## src/rtl/gpr_write_arbiter.sv

```systemverilog
// Arbitrates the single GPR write port between the load unit (always wins) and the ALU (queued on loss).
// Writes are registered: one cycle minimum latency; ALU is back-pressured via alu_ready when the FIFO is full.
module gpr_write_arbiter #(
  parameter int DW    = 32,
  parameter int AW    = 5,
  parameter int DEPTH = 2
) (
  input  logic                     clk,
  input  logic                     rst,
  input  logic                     ld_valid,
  input  logic [AW-1:0]            ld_addr,
  input  logic [DW-1:0]            ld_data,
  input  logic                     alu_valid,
  output logic                     alu_ready,
  input  logic [AW-1:0]            alu_addr,
  input  logic [DW-1:0]            alu_data,
  output logic                     gpr_we,
  output logic [AW-1:0]            gpr_ws,
  output logic [DW-1:0]            gpr_wdata,
  input  logic [AW-1:0]            chk_addr,
  output logic                     chk_hit,
  output logic [$clog2(DEPTH):0]   pend_cnt
);

  localparam int PW = $clog2(DEPTH);
  localparam int CW = PW + 1;

  logic [AW-1:0] q_addr [DEPTH];
  logic [DW-1:0] q_data [DEPTH];
  logic [PW-1:0] rd_ptr;
  logic [PW-1:0] wr_ptr;
  logic [CW-1:0] cnt;

  logic          alu_acc;
  logic          ld_issue;
  logic          fifo_ne;
  logic          pop;
  logic          bypass;
  logic          push;
  logic          issue;
  logic [AW-1:0] iss_addr;
  logic [DW-1:0] iss_data;
  logic          q_hit;

  assign pend_cnt  = cnt;
  // Ready looks only at the registered count, so a same-cycle pop never raises it.
  assign alu_ready = rst && (cnt < CW'(DEPTH));
  assign alu_acc   = alu_valid && alu_ready;
  assign ld_issue  = ld_valid && (ld_addr != '0);
  assign fifo_ne   = (cnt != '0);
  assign pop       = !ld_issue && fifo_ne;
  assign bypass    = !ld_issue && !fifo_ne && alu_acc && (alu_addr != '0);
  assign push      = alu_acc && (alu_addr != '0) && !bypass;
  assign issue     = ld_issue || pop || bypass;

  always_comb begin
    iss_addr = ld_addr;
    iss_data = ld_data;
    if (!ld_issue) begin
      if (fifo_ne) begin
        iss_addr = q_addr[rd_ptr];
        iss_data = q_data[rd_ptr];
      end else begin
        iss_addr = alu_addr;
        iss_data = alu_data;
      end
    end
  end

  always_ff @(posedge clk) begin
    if (!rst) begin
      gpr_we    <= 1'b0;
      gpr_ws    <= '0;
      gpr_wdata <= '0;
    end else begin
      gpr_we <= issue;
      if (issue) begin
        gpr_ws    <= iss_addr;
        gpr_wdata <= iss_data;
      end
    end
  end

  always_ff @(posedge clk) begin
    if (push) begin
      q_addr[wr_ptr] <= alu_addr;
      q_data[wr_ptr] <= alu_data;
    end
  end

  // Pointers wrap naturally because DEPTH is a power of two; full/empty come from cnt.
  always_ff @(posedge clk) begin
    if (!rst) begin
      rd_ptr <= '0;
      wr_ptr <= '0;
      cnt    <= '0;
    end else begin
      if (push) wr_ptr <= wr_ptr + 1'b1;
      if (pop)  rd_ptr <= rd_ptr + 1'b1;
      case ({push, pop})
        2'b10:   cnt <= cnt + 1'b1;
        2'b01:   cnt <= cnt - 1'b1;
        default: cnt <= cnt;
      endcase
    end
  end

  // An entry is live when its distance from the head is below the occupancy.
  always_comb begin
    q_hit = 1'b0;
    for (int i = 0; i < DEPTH; i++) begin
      if ((CW'(PW'(PW'(i) - rd_ptr)) < cnt) && (q_addr[i] == chk_addr)) begin
        q_hit = 1'b1;
      end
    end
  end

  assign chk_hit = (chk_addr != '0) && ((gpr_we && (gpr_ws == chk_addr)) || q_hit);

endmodule

```

## config.mk

```make
export PLATFORM = sky130hd
export DESIGN_NAME = gpr_write_arbiter
export DESIGN_NICKNAME = d
export VERILOG_FILES = /design/src/rtl/gpr_write_arbiter.sv
export SDC_FILE = /design/constraint.sdc
export NUM_CORES = 1
export LEC_CHECK = 0
export ABC_AREA = 1
export CAP_MARGIN = 40
export CORE_UTILIZATION = 51
export CTS_BUF_LIST = sky130_fd_sc_hd__clkbuf_2
export DETAILED_ROUTE_END_ITERATION = 6
export PLACE_DENSITY = 0.8
export SYNTH_ARGS = -nofsm -noshare
export SYNTH_HDL_FRONTEND = slang
export SYNTH_SLANG_ARGS = --single-unit
```

## constraint.sdc

```tcl
create_clock -name clk -period 5.2 [get_ports clk]
set_input_delay 0.78 -clock clk [delete_from_list [all_inputs] [get_ports clk]]
set_output_delay 0.78 -clock clk [all_outputs]
set_load 0.03 [all_outputs]
```

# Word-level counts from Yosys, hierarchy flattened
# Memories as Yosys holds them, arrays and structs flattened. A register that Yosys moved wholly into a read port is not among the register bits.
# Cells that the tools add are included.
# word_totals
mem_count	2
regBits	42
input_bits	83
wordCells	59
ram_bits	74
out_inout_bits	42
# op_classes
magnitude_cmp	3
n_mux	13
n_reduce_logical	24
n_eq_ne	5
n_addsub	6
# mem_list
memory	words	width	read_ports	rd_clocked_by_memory_dff	write_ports	line_no	rtl
q_data	2	32	1	1	1	29	logic [DW-1:0] q_data [DEPTH];
q_addr	2	5	3	1	1	28	logic [AW-1:0] q_addr [DEPTH];
# op_table
op	n
32-bit two-way mux	2
5-bit equality test	3
5-bit nonzero test	3
1-bit logical AND	13
5-bit two-way mux	2
1-bit two-way mux	8
1-bit by 2-bit less-than comparator with 1-bit output	2
2-bit case mux with 2 select lines	1
2-bit nonzero test	2
1-bit logical NOT	3
1-bit logical OR	3
1-bit adder, second input constant	2
2-bit by 1-bit adder with 2-bit output, second input constant	1
2-bit by 1-bit equality test with 1-bit output, second input constant	1
2-bit equality test, second input constant	1
2-bit less-than comparator, second input constant	1
1-bit subtractor, first input constant	2
2-bit by 1-bit subtractor with 2-bit output, second input constant	1

# Longest topological paths before layout
# logic_depth
word_depth	10
ltp_mapped	14
ltp_nobuf	13

# Worst setup path before layout
# OpenSTA, ideal clock, no wires.
# synth_timing
path_type	in2reg
from	input rst
to	memory q_addr[0][0], enable pin
setup_time_ps	431
cell_stages	8
t_arrival_ps	2998
t_required_ps	4769
path_buffers	2
setup_slack_ps	1771
cell_sequence	buf_4 nand2_1 nor2_2 nand2_2 buf_4 inv_1 nand2_1 nor2_1
# synth_via
elab_chain_cells	8
word_cells_on_any_way	9
classes_between	mux: 2; reduce/logical: 7
# synth_lines
element	line_no	rtl
from (decl)	9	input logic rst,
1-bit logical AND *	47	assign alu_ready = rst && (cnt < CW'(DEPTH));
1-bit logical AND *	48	assign alu_acc = alu_valid && alu_ready;
1-bit logical AND (2 in a row)	52	assign bypass = !ld_issue && !fifo_ne && alu_acc && (alu_addr != '0);
1-bit logical NOT	53	assign push = alu_acc && (alu_addr != '0) && !bypass;
1-bit logical AND *	53	
1-bit two-way mux *	85	if (push) begin
1-bit two-way mux (not written as such) *	86	q_addr[wr_ptr] <= alu_addr;
to (decl)	28	
# Mark *: on every way between the ends. The rest lies on a longest branch, timed or not.

# Worst setup path in the final report
# layout_timing
from	input chk_addr[4]
to	output chk_hit
# layout_via
elab_chain_cells	6
word_cells_on_any_way	11
classes_between	eq/ne: 3; mux: 2; reduce/logical: 6
# layout_lines
element	line_no	rtl
from (decl)	20	input logic [AW-1:0] chk_addr,
5-bit equality test	112	if ((CW'(PW'(PW'(i) - rd_ptr)) < cnt) && (q_addr[i] == chk_addr)) begin
1-bit logical AND	112	
1-bit two-way mux (2 in a row)	112	
1-bit logical OR	118	assign chk_hit = (chk_addr != '0) && ((gpr_we && (gpr_ws == chk_addr)) || q_hit);
1-bit logical AND *	118	
to (decl)	21	output logic chk_hit,
# Marked as above.

==> metrics.cfg <==
[floorplanning]
fp.dieArea_sq_um = 12370
die_y_microns = 111.2
io-pin-count = 125
rows = 39
start_util = 0.5281
die_x_microns = 111.2
core_sq_um = 11520

[worst_setup_path]
arrival_ns = 2.62
crit_type = in2out
crit_path_max_fanout = 5
crit_path_end_kind = output port
regToRegSetupSlack_ns = 1.97
cp-start-kind = input port
required_ns = 4.42

[layout]
drive_gt1_frac = 0.05363
most-common-layout-cells = 340 x nand2_1, 130 x inv_1, 123 x clkdlybuf4s50_1, 91 x nor2_1, 74 x edfxtp_1
fillers = 962
final_common_cell = nand2_1
syn_to_final_growth_pct = 25.10
antenna-diode-count = 0
nets = 1022

[place]
port_buffers = 124
dp_hpwl_mm = 9.609
place_ws_ns = 1.810
gp_congestion = 0.8198

[yosys]
yosys.area.top_type = edfxtp_1
syn_avg_cell_area_sq_um = 7.328
synth_top_area_share = 0.3654
syn_area_sq_um = 6082
synth_area_leaders = edfxtp_1 37%, nand2_1 21%, dfxtp_1 14%
yosysUniqueCellTypes = 24
yosys_warnings = 0
synth_seq_cells = 117
syn-num-nets = 914
synth_cells = 830
seq_area_frac_synth = 0.5069

[cts]
path_clk_slew_ns = 0.17
cts_hold_buf = 0
cts_resized = 0
root_buffer = clkbuf_2
clk_latency_ns = 0.65
cts_setup_buffers = 0
cts_buffers = 17
cts.sinks = 117
cts_buffer_depth = 2
cts_tree = built
htreeDepth = 4

[detailed_routing]
drt-initial-drc-count = 512
wl_per_cell_microns = 13.33
route.detailed.drc = 18
wirelength_mm = 14.58
ant_nets = 0
drt_pass1_iterations = 7
vias_per_cell = 4.985
routed-via-count = 5454

[power_and_ir_drop]
p_per_area_nw_per_um2 = 346.2
ir_drop_v = 0.0001708
leakage_nw = 3.688
comb_power_share = 0.341
switching_power_w = 0.0009498
power_frac_seq = 0.431
pwr-share-clk = 0.228
netSwitchingFraction = 0.3606
p_int_w = 0.001684

[sta]
tightest_slew_ns = 0.8590
hold_violations = 0
setup_viol = 0
fin_crit_sh = 0.6531
maxSlewViolCount = 0
hold_slack_ns = 0.5593
setup_ws_ns = 1.804
layout_min_cycle_time_ns = 3.396
rsz0062_at_grt = no
skew_ns = 0.02641
slew_headroom = 0.4253
fmax_mhz = 294.5
tns_ns = 0

[global_route]
overflow = 0
antenna_found_initial = 0
grt_usage = 0.2502
grt_pass1_wl_mm = 24.43
grt_pass1_vias = 5131
grt_max_degree = 53

[worst_hold_path]
hold_path.class = reg2reg

[job]
cap_violations = 0

[status]
violations = DRC
status = finished, violations left

## area by class of cell
class	count	area, sq um	area share
inverter	134	503.0	0.06611
tap	143	178.9	0.02352
sequential	117	3084	0.4054
timing repair buffer	133	1384	0.1819
clock inverter	12	138.9	0.01825
multi-input combinational	535	2220	0.2917
clock buffer	20	100.1	0.01316
## cells in the mapped netlist (all sizes together)
cell,number
nand2,343
inv,134
nor2,93
edfxtp,74
dfxtp,43
o21ai,38
nand4,37
buf,36
nand3,12
clkbuf,8
a21oi,6
xor2,2
a31oi,1
ha,1
nor3,1
o211ai,1
## final timing paths
| kind | startpoint | to | depth (start not counted) |
|---|---|---|---|
| setup / recovery | chk_addr[4] | chk_hit | 10 |
| setup reg to reg | pend_cnt[0] | gpr_wdata[22] | 9 |
| hold / removal | rd_ptr | flip-flop | 2 |
| hold reg to reg | rd_ptr | flip-flop | 2 |
## metrics by stage
step                      cells  total power (W)  cell area (sq um)    util
final                      1094         0.002634               7609  0.6607
after global routing       1094         0.002802               7609  0.6607
after CTS                  1094         0.002648               7609  0.6607
after detailed placement   1062         0.002049               7370  0.6399
after global placement     1057         0.002013               7252  0.6297
after floorplan             830         0.001766               6082       -
## state kept, by name (all words and copies together) (netlist names), named ones only
signal	cells
wr_ptr	1
rd_ptr	1
q_addr	10
q_data	64
pend_cnt	2
gpr_wdata	32
gpr_we	1
gpr_ws	5
## power groups by stage
stage | Sequential, W | Clock [W] | Combinational (W)
after global placement | 0.00117 | 0 | 0.000847
after CTS | 0.00113 | 0.000613 | 0.000901
final | 0.00113 | 0.000601 | 0.000898
after detailed placement | 0.00115 | 0 | 0.000895
after global routing | 0.00115 | 0.000653 | 0.00100
after floorplan | 0.00125 | 0 | 0.000519
## layer usage
layer	vias to the layer above	routed length [microns]	track usage
met1	2453	6409	0.3292
met4	0	260	0.09459
met2	213	6909	0.4088
met5	-	0	0
li1	2767	-	-
met3	21	1002	0.04811
## worst max-delay path: stages
cell	delay [ns]
clkdlybuf4s50_1	0.58
inv_1	0.11
nand2_1	0.07
nand2_1	0.05
nor2_1	0.09
nand3_1	0.08
nand3_1	0.10
nand2_1	0.05
inv_1	0.04
clkdlybuf4s50_1	0.65
## logic make-up (layout without fill, tap and decap cells)
logic type	after synthesis	count (layout)	share of synthesized area
and+or+nand+nor	486	486	0.3203
buffers and inverters	178	299	0.1294
DFF	117	117	0.5069
AOI/OAI and AO/OA	46	46	0.03847
xor gates and xnor gates	2	2	0.002881
adders and majority gates	1	1	0.002057
Power figures use the tool's default switching activity.
==> edit 1, RTL diff (config.mk and constraints unchanged) <==
`DW`: 32 -> 64.
--- a/src/rtl/gpr_write_arbiter.sv
+++ b/src/rtl/gpr_write_arbiter.sv
@@ -1,7 +1,7 @@
 // Arbitrates the single GPR write port between the load unit (always wins) and the ALU (queued on loss).
 // Writes are registered: one cycle minimum latency; ALU is back-pressured via alu_ready when the FIFO is full.
 module gpr_write_arbiter #(
-  parameter int DW    = 32,
+  parameter int DW    = 64,
   parameter int AW    = 5,
   parameter int DEPTH = 2
 ) (
Ports: changed (resized alu_data, gpr_wdata and ld_data); port bits go from 125 to 221. No check against the original RTL was run, so the function may have changed too.
==> edit 1 against the unedited design <==
- critical path depth unchanged
- utilization up 0.10 points
- final area up 78%
- routed wire length up 84%
- power up 81%
- sequential cell count up 96
- worst setup slack worse by 0.023 ns
- area after synthesis up 78%
==> edit 1: results (changes against the unedited design) <==
PLACED_AREA_UM2=13100  # was 7370 um2
POST_SYNTH_FA_HA_MAJ_AREA_FRACTION_PCT=0.116  # was 0.206%
CRITICAL_PATH.REG2REG.ENDPOINT='q_data[0][58]$_DFFE_PP_'  # was gpr_wdata[22]$_SDFFE_PN0P_
CTS_MADE_BUFFERS=53  # was 17
YS_SEQ_AREA_SHARE_PCT=52.3  # was 50.7%
DETAIL_ROUTE.WIRELENGTH.MET1_UM=11500  # was 6410 um
CLK_LATENCY_NS=0.79  # was 0.65 ns
CLKCELLAREAFRAC_PCT=3.52  # was 3.14%
SYNTH_FP_NETS=1592  # was 914
VDD_IR_DROP_MAX_mV=0.181  # was 0.171 mV
WORST_SETUP_HOLD_PATH_CLK_SLEW_NS=0.10  # was 0.17 ns
P_LEAK_nW=6.59  # was 3.69 nW
TOP_REGS='q_data (128), gpr_wdata (64), q_addr (10)'  # was q_data (64), gpr_wdata (32), q_addr (10)
PLACED_CELLS_INCL_TAPS=1869  # was 1,062
FINALNETCOUNT=1802  # was 1,022
NON_CLOCK_BUFFER_AREA_SHARE_PCT=17.9  # was 18.2%
CRITICAL_PATH.REG2REG.STARTPOINT='pend_cnt[1]$_SDFFE_PN0P_'  # was pend_cnt[0]$_SDFFE_PN0P_
SYNTH_COMMON_CELLS='nand2_1, inv_1, nor2_1'  # unchanged
SYNTH_AREA_LEADERS='edfxtp_1, nand2_1, dfxtp_1, inv_1, nor2_1'  # unchanged
GPL.FINAL_WEIGHTED_CONGESTION=0.810  # was 0.820
INTERNAL-POWER_mW=3.00  # was 1.68 mW
CTS.HTREE.LEVELS=2  # was 4
DRT_PASS1_ITERATIONS=5  # was 7
DETAIL_ROUTE.WL_PER_CELL_UM=13.6  # was 13.3 um
VIAS_PER_CELL=4.83  # was 4.99
VIA_COUNT_OF_THE_FIRST_GLOBAL_ROUTING_PASS=9249  # was 5,131
MET2_WIRELENGTH_UM=12700  # was 6910 um
NUMBER_OF_ANTENNA_VIOLATIONS_AT_THE_FIRST_CHECK_IN_GLOBAL_ROUTING=1  # was 0
MULTIINPUTGATEAREA_UM2=3800  # was 2220 um2
MET3WIRELENGTH_UM=1910  # was 1000 um
DRT-TOTAL-WL_UM=26800  # was 14,600 um
RUN_STATUS='complete, no violations'  # was finished, violations left
SYNTHESIZED_AREA_FRACTION_OCCUPIED_BY_AO_OA_AOI_AND_OAI_CELLS_PCT=3.63  # was 3.85%
PLACEMENT.IO_BUFFERS=220  # was 124
NUMBER_OF_CLOCK_BUFFERS_IN_THE_LAYOUT=83  # was 20
SYNTH_XOR_XNOR_AREA_SHARE_PCT=0.162  # was 0.288%
NUMBER_OF_FILL_CELLS=1759  # was 962
## edit 1: cell count changes after synthesis, moves of 3 or more
cell	unedited run	this run
buf_2	22	36
nor2_1	92	156
edfxtp_1	74	138
nand2_1	340	597
inv_1	131	227
buf_6	10	13
buf_4	4	14
clkbuf_1	7	16
o21ai_1	1	7
o21ai_0	37	64
nand4_1	37	69
dfxtp_1	43	75
## edit 1: power by group through the flow
stage               registers, mW  logic, mW  clock network, mW
finish                       2.06       1.61               1.10
global route                 2.08       1.80               1.20
CTS                          2.06       1.62               1.12
detailed placement           2.09       1.61                  0
global placement             2.09       1.54                  0
floorplan                    2.27      0.901                  0
## edit 1: cell families after synthesis
group / Yosys count
AOI/OAI and AO/OA: 78
xor gates and xnor gates: 2
adders and majority gates: 1
buffers and inverters: 311
DFF: 213
and+or+nand+nor: 839
==> edit 2, RTL diff (same flow settings) <==
Made on the original files. Reset style: asynchronous (`rst`), changed in 2 clocked blocks.
--- a/src/rtl/gpr_write_arbiter.sv
+++ b/src/rtl/gpr_write_arbiter.sv
@@ -67,7 +67,7 @@
     end
   end
 
-  always_ff @(posedge clk) begin
+  always_ff @(posedge clk or negedge rst) begin
     if (!rst) begin
       gpr_we    <= 1'b0;
       gpr_ws    <= '0;
@@ -89,7 +89,7 @@
   end
 
   // Pointers wrap naturally because DEPTH is a power of two; full/empty come from cnt.
-  always_ff @(posedge clk) begin
+  always_ff @(posedge clk or negedge rst) begin
     if (!rst) begin
       rd_ptr <= '0;
       wr_ptr <= '0;
Function: differs if rst is asserted again (counterexample within 4 cycles, from zero or initial values and one cycle with rst low); with rst held inactive, the same outputs for 4 cycles.
==> edit 2 against the unedited design <==
- clock skew up 0.0050 ns
- largest power group is now combinational cells
- final area fell by 5.6%
- area after synthesis fell by 8.2%
- first-iteration DRC count is 33% lower
- sequential cell count down 1
- worst setup slack lost 0.080 ns
- non-clock buffer count fell by 4
- worst hold slack lost 0.49 ns
- register-to-register slack improved by 0.03 ns
- power grew 37%
- routed wire length decreased by 8.7%
==> edit 2: results (changes against the unedited design) <==
GPL.FINAL_WEIGHTED_CONGESTION=0.927  # was 0.820
CLKCELLAREAFRAC_PCT=3.68  # was 3.14%
INTERNAL-POWER_mW=2.09  # was 1.68 mW
CRIT_START='rd_ptr$_DFFE_PN0P_'  # was chk_addr[4]
TIMING.CLOCK.SKEW_NS=0.0314  # was 0.0264 ns
FP.COREAREA_UM2=10500  # was 11,500 um2
SYNTHARSTFLOPSHARE_PCT=36.2  # was 0%
NUMBER_OF_FILL_CELLS=845  # was 962
P_LEAK_nW=3.48  # was 3.69 nW
SLEW-LIMIT-HEADROOM_PCT=40.8  # was 42.5%
FINISH.CELL_COUNT_WITHOUT_FILLERS=968  # was 1,094
FINALNETCOUNT=903  # was 1,022
RUN_STATUS='complete, no violations'  # was finished, violations left
TIMING.CRITICAL_PATH.ARRIVAL_NS=2.70  # was 2.62 ns
SYNTH_AREA_LEADERS='edfxtp_1, nand2_1, dfrtp_1, inv_1, buf_2'  # was edfxtp_1, nand2_1, dfxtp_1, inv_1, nor2_1
YS_SEQ_AREA_SHARE_PCT=58.6  # was 50.7%
DRT_PASS1_ITERATIONS=6  # was 7
VIAS_PER_CELL=4.98  # was 4.99
GR-USAGE-MET3_PCT=7.11  # was 4.81%
CLKSINKCOUNT=116  # was 117
NONCLOCKBUFFERCOUNT=129  # was 133
VIA_COUNT_OF_THE_FIRST_GLOBAL_ROUTING_PASS=4745  # was 5,131
GLOBAL_ROUTE.USAGE.MET2_PCT=41.2  # was 40.9%
SYNTHESIS.INSTANCES=700  # was 830
PLACED_CELLS_INCL_TAPS=936  # was 1,062
NON_CLOCK_BUFFER_AREA_SHARE_PCT=18.2  # about the same
[edit 2: per-layer routing]
metal	vias up	routed length (um)
li1	2396	-
met1	2215	5670
met2	183	6360
met3	26	967
met4	0	313
met5	-	0
[edit 2: power groups by stage]
stage               clock [mW]  sequential, mW  combinational, mW
floorplan                    0            1.61              0.785
global placement             0            1.33               1.59
detailed placement           0            1.34               1.64
CTS                      0.656            1.32               1.65
global route             0.699            1.34               1.82
finish                   0.649            1.32               1.64
[edit 2: path summary, 6_finish.rpt]
path / end / slack, ns / cells after the start
setup / recovery: chk_hit / 1.72 / 8
hold / removal: gpr_ws[0]$_DFFE_PN0P_ / 0.07 / 1
setup reg to reg: q_data[0][27]$_DFFE_PP_ / 2.00 / 7
hold reg to reg: gpr_wdata[16]$_DFFE_PN0P_ / 0.49 / 2
max in group asynchronous: gpr_wdata[15]$_DFFE_PN0P_ / 4.37 / 2
min in group clk: gpr_wdata[16]$_DFFE_PN0P_ / 0.49 / 2
